$ cat src/rtl/seven_seg_scan.sv
// Time-multiplexed 7-segment digit scanner with dead-time slots and a frame-aligned double buffer.
// Optional leading-zero blanking is enabled by defining LEADING_ZERO_BLANK_EN.
module seven_seg_scan #(
   parameter int NUM_DIGITS  = 4,
   parameter int REFRESH_DIV = 50000,
   parameter int DEAD_CYCLES = 500
) (
   input  logic                    clk,
   input  logic                    rst_n,
   input  logic [4*NUM_DIGITS-1:0] value_in,
   input  logic                    load,
   output logic [3:0]              digit_bin,
   output logic [NUM_DIGITS-1:0]   digit_sel,
   output logic [2:0]              digit_idx,
   output logic                    blank,
   output logic                    frame_done
);

   typedef enum logic {DEAD, SHOW} state_t;

   localparam int CNT_MAX = (REFRESH_DIV > DEAD_CYCLES) ? REFRESH_DIV : DEAD_CYCLES;
   localparam int CW      = (CNT_MAX > 1) ? $clog2(CNT_MAX) : 1;

   localparam logic [CW-1:0] DEAD_LAST = CW'(DEAD_CYCLES - 1);
   localparam logic [CW-1:0] SHOW_LAST = CW'(REFRESH_DIV - 1);
   localparam logic [2:0]    IDX_LAST  = 3'(NUM_DIGITS - 1);

   state_t                  state;
   logic [CW-1:0]           cnt;
   logic [2:0]              idx;
   logic [4*NUM_DIGITS-1:0] pending;
   logic                    pending_valid;
   logic [4*NUM_DIGITS-1:0] active;

   logic show_last;
   logic boundary;

   assign show_last = (state == SHOW) && (cnt == SHOW_LAST);
   assign boundary  = show_last && (idx == IDX_LAST);

   // NOTE: all state updates use non-blocking assignments so every register samples pre-edge values.
   always_ff @(posedge clk or negedge rst_n) begin
      if (!rst_n) begin
         state         <= DEAD;
         cnt           <= '0;
         idx           <= '0;
         pending       <= '0;
         pending_valid <= 1'b0;
         active        <= '0;
         frame_done    <= 1'b0;
      end else begin
         frame_done <= boundary;

         case (state)
            DEAD: begin
               if (cnt == DEAD_LAST) begin
                  state <= SHOW;
                  cnt   <= '0;
               end else begin
                  cnt <= cnt + 1'b1;
               end
            end
            SHOW: begin
               if (show_last) begin
                  state <= DEAD;
                  cnt   <= '0;
                  idx   <= (idx == IDX_LAST) ? 3'd0 : idx + 3'd1;
               end else begin
                  cnt <= cnt + 1'b1;
               end
            end
            default: begin
               state <= DEAD;
               cnt   <= '0;
            end
         endcase

         // The displayed value only changes at a frame boundary; a load landing on the
         // boundary edge bypasses the pending buffer and discards any older pending value.
         if (boundary) begin
            if (load) begin
               active <= value_in;
            end else if (pending_valid) begin
               active <= pending;
            end
            pending_valid <= 1'b0;
         end else if (load) begin
            pending       <= value_in;
            pending_valid <= 1'b1;
         end
      end
   end

   // NOTE: each combinational output gets a default first so no latch is inferred.
   always_comb begin
      digit_bin = 4'h0;
      for (int k = 0; k < NUM_DIGITS; k++) begin
         if (idx == 3'(k)) digit_bin = active[4*k +: 4];
      end
   end

`ifdef LEADING_ZERO_BLANK_EN
   // Digit k>0 is dark when it and every more-significant nibble are zero.
   logic blank_sel;
   always_comb begin
      blank_sel = 1'b0;
      for (int k = 1; k < NUM_DIGITS; k++) begin
         if (idx == 3'(k)) blank_sel = ((active >> (4*k)) == '0);
      end
   end
   assign blank = (state == SHOW) && blank_sel;
`else
   assign blank = 1'b0;
`endif

   always_comb begin
      digit_sel = '1;
      if ((state == SHOW) && !blank) begin
         for (int k = 0; k < NUM_DIGITS; k++) begin
            if (idx == 3'(k)) digit_sel[k] = 1'b0;
         end
      end
   end

   assign digit_idx = idx;

endmodule

$ cat config.mk
export PLATFORM = sky130hd
export DESIGN_NAME = seven_seg_scan
export DESIGN_NICKNAME = d
export VERILOG_FILES = /design/src/rtl/seven_seg_scan.sv
export SDC_FILE = /design/constraint.sdc
export NUM_CORES = 1
export LEC_CHECK = 0
export CORE_MARGIN = 5
export CORE_UTILIZATION = 40
export CTS_CLUSTER_DIAMETER = 60
export CTS_CLUSTER_SIZE = 25
export DETAILED_ROUTE_END_ITERATION = 7
export PLACE_DENSITY = 0.69
export RECOVER_POWER = 50
export SYNTH_ARGS = -nofsm -noshare
export SYNTH_HDL_FRONTEND = slang
export SYNTH_SLANG_ARGS = --single-unit
$ cat constraint.sdc
create_clock -name clk -period 4.1 [get_ports clk]
set_input_delay 0.82 -clock clk [delete_from_list [all_inputs] [get_ports clk]]
set_output_delay 0.82 -clock clk [all_outputs]
set_load 0.05 [all_outputs]
==> flow_metrics.tcl <==
set metrics [dict create \
    drt-total-wl_um 6650 \
    synth-main-ff-cell "dfrtp_1" \
    dp_hpwl_um 4460 \
    run_status "finished with violations" \
    critPathKind "flop to output port" \
    whs_ps 491 \
    r2r_end "pending[0]" \
    track_usage_pct 15.4 \
    antenna_cells 0 \
    die_area_mm2 0.00913 \
    wl_per_cell_um 16.7 \
    wl_met1_um 3050 \
    die_h_um 95.5 \
    syn_area_per_cell_um2 10.6 \
    insertion_delay_ps 310 \
    hp-start "cnt[12]" \
    antenna_found_initial 0 \
    placed_area_mm2 0.00329 \
    critPathMaxFanout 9 \
    grt_pass1_vias 2238 \
    p_per_area_mw_per_mm2 274 \
    rsz0062_at_grt "no" \
    critPathArrivalTime_ps 2600 \
    critPathTopFamily "buffers and inverters" \
    ys_ff_latch 54 \
    via_count 2217 \
    die_w_um 95.5 \
    synth.top_cell.area_share_pct 46.2 \
    grt_max_degree 36 \
    r2r_setup_slack_ps 1150 \
    synth_area_leader_cell "dfrtp_1" \
    cp_slowest_cell "clkdlybuf4s50_1" \
    vdd_drop_max_mv 0.142 \
    synth_area_leaders "dfrtp_1 46%, o221a_2 5.8%, mux2_4 5.1%" \
    cap_violations 1 \
    grt_first_pass_wirelength_um 11000 \
    cp_data_required_time_ps 3280 \
    p_leak_uw 0.00152 \
    cts_tree "yes" \
    row_count 31 \
    finalHoldViolations 0 \
    cts_max_level 2 \
    failed_checks "max-capacitance violations, max-slew violations" \
    dr.pass1.iters 4 \
    grt_overflow_total 0 \
    drive_gt1_share_pct 16.0 \
    cts_resized 0 \
    ios 32 \
    end_kind "output port" \
    yosys_warnings 0 \
    place_congestion 0.939 \
    reg2regPathDepth 4 \
    post_cts.repair.setup_buffers 0 \
    synth_common_cells "54 x dfrtp_1, 30 x nor2_1, 21 x a21oi_1" \
    path_cells "inv_1 > ha_1 > nor2b_1 > a221oi_1 > a211o_1 > a21oi_1 > clkdlybuf4s50_1" \
    numCtsBuffers 5 \
    ant_nets 0 \
    finalSetupViolCount 0 \
    hold_depth 1 \
    wl_met2_um 3210 \
    synth_edf_count 0 \
    yosysMostFrequentCell "dfrtp_1" \
    post-route-min-period_ps 3420 \
    worstHoldEndpoint "cnt[12]" \
    seq_area_frac_synth_pct 46.2 \
    slowest_delay_ps 830 \
    hold_class "flop to flop" \
    fmax_mhz 292 \
    postCtsHoldBufs 0 \
    finalSetupTns_ps 0 \
    finalClockSkew_ps 12.8 \
    synth_cell_type_count 40 \
    max_slew_margin_pct -24.9 \
    viasPerCell 5.56 \
    area_growth_pct 15.2 \
    syn_nets 301 \
    dr.max_layer_used "met4" \
    clk_pin_slew_worst_paths_ps 100 \
    cts-root-buf "clkbuf_8" \
    slew_viol_final 36 \
    clock-sinks 54 \
    clock_tree.buffer_depth 2 \
    io_buffers 30 \
    final_cell_area_mm2 0.00337 \
    post-route-period-util_pct 83.4 \
    final_nets 323 \
    fin_util_pct 47.0 \
    start_kind "flop" \
    worst-slew-pin-transition_ps 1870 \
    core_area_mm2 0.00718 \
    drtIter0Drc 104 \
    drc_errors 0 \
    async_flop_share_pct 100 \
    path_buf_inv 2 \
    synth_cells 277 \
    start_util_pct 40.8 \
    r2r-start "cnt[5]" \
    wl_met3_um 329 \
    mappedNetlistArea_mm2 0.00293 \
]
metal layers:
| metal | global-route usage, % | vias to the layer above |
|---|---|---|
| li1 | - | 1047 |
| met1 | 20.3 | 1109 |
| met2 | 25.6 | 56 |
| met3 | 3.79 | 5 |
| met4 | 3.55 | 0 |
| met5 | 0 | - |
sequential cells by signal, summed over array words and instances (netlist names):
register       cells
active            16
pending_valid      1
frame_done         1
digit_idx          3
cnt               16
pending           16
state              1
power breakdown:
group	switching [µW]	internal [µW]	leakage [µW]	total, µW
Clock	181	120	0.0000441	302
Combinational	29.4	36.1	0.000787	65.5
Sequential	8.38	548	0.000693	556
through the flow:
stage	setup slack (ps)	power (µW)	cells
6_report	681	924	399
5_1_grt	526	962	399
4_1_cts	668	936	399
3_5_place_dp	1030	634	391
3_3_place_gp	1100	633	391
2_1_floorplan	890	598	277
worst max path at each step:
stage,cells past startpoint,start,endpoint,slack (ps)
6_report,7,digit_idx[1],digit_bin[2],680
5_1_grt,7,digit_idx[1],digit_bin[2],530
4_1_cts,7,digit_idx[1],digit_bin[2],670
3_5_place_dp,7,digit_idx[1],digit_bin[2],1030
3_3_place_gp,7,digit_idx[1],digit_bin[2],1100
2_1_floorplan,7,digit_idx[1],digit_bin[0],890
kinds of logic (layout without fill, tap and decap cells):
kind of cell,Yosys count,in the layout,synth area share (%)
DFF,54,54,46.2
and+or+nand+nor,91,91,17.6
AOI/OAI and AO/OA,66,66,17.2
muxes,18,18,8.21
xor gates and xnor gates,13,13,3.89
buffers and inverters,29,52,4.66
adders and majority gates,5,5,2.14
other,1,1,0.128
cell type report:
cell class,count,area [µm²]
fillers,663,3800
multi-input cells,194,1440
flip-flops and latches,54,1350
repair buffers,35,328
well taps,99,124
clock buffers,5,68.8
inverters,9,33.8
clock inverters,3,21.3
placed cells by master (no fill, tap or decap), drive strengths merged, types with 2 or more instances in the layout:
| cell | instances |
|---|---|
| dfrtp | 54 |
| a211o | 4 |
| ha | 5 |
| nor3b | 15 |
| nand2 | 11 |
| and3 | 2 |
| xnor2 | 3 |
| a221oi | 4 |
| and2 | 2 |
| nor4 | 2 |
| a21oi | 21 |
| clkinv | 2 |
| mux2 | 18 |
| buf | 4 |
| clkbuf | 7 |
| nand3 | 8 |
| and4 | 4 |
| nor2 | 30 |
| nor2b | 5 |
| a21o | 13 |
| o221a | 15 |
| or4 | 2 |
| xor2 | 10 |
| clkdlybuf4s50 | 29 |
| inv | 9 |
| o21ai | 7 |
| nand4 | 5 |
Power figures use the tool's default switching activity.
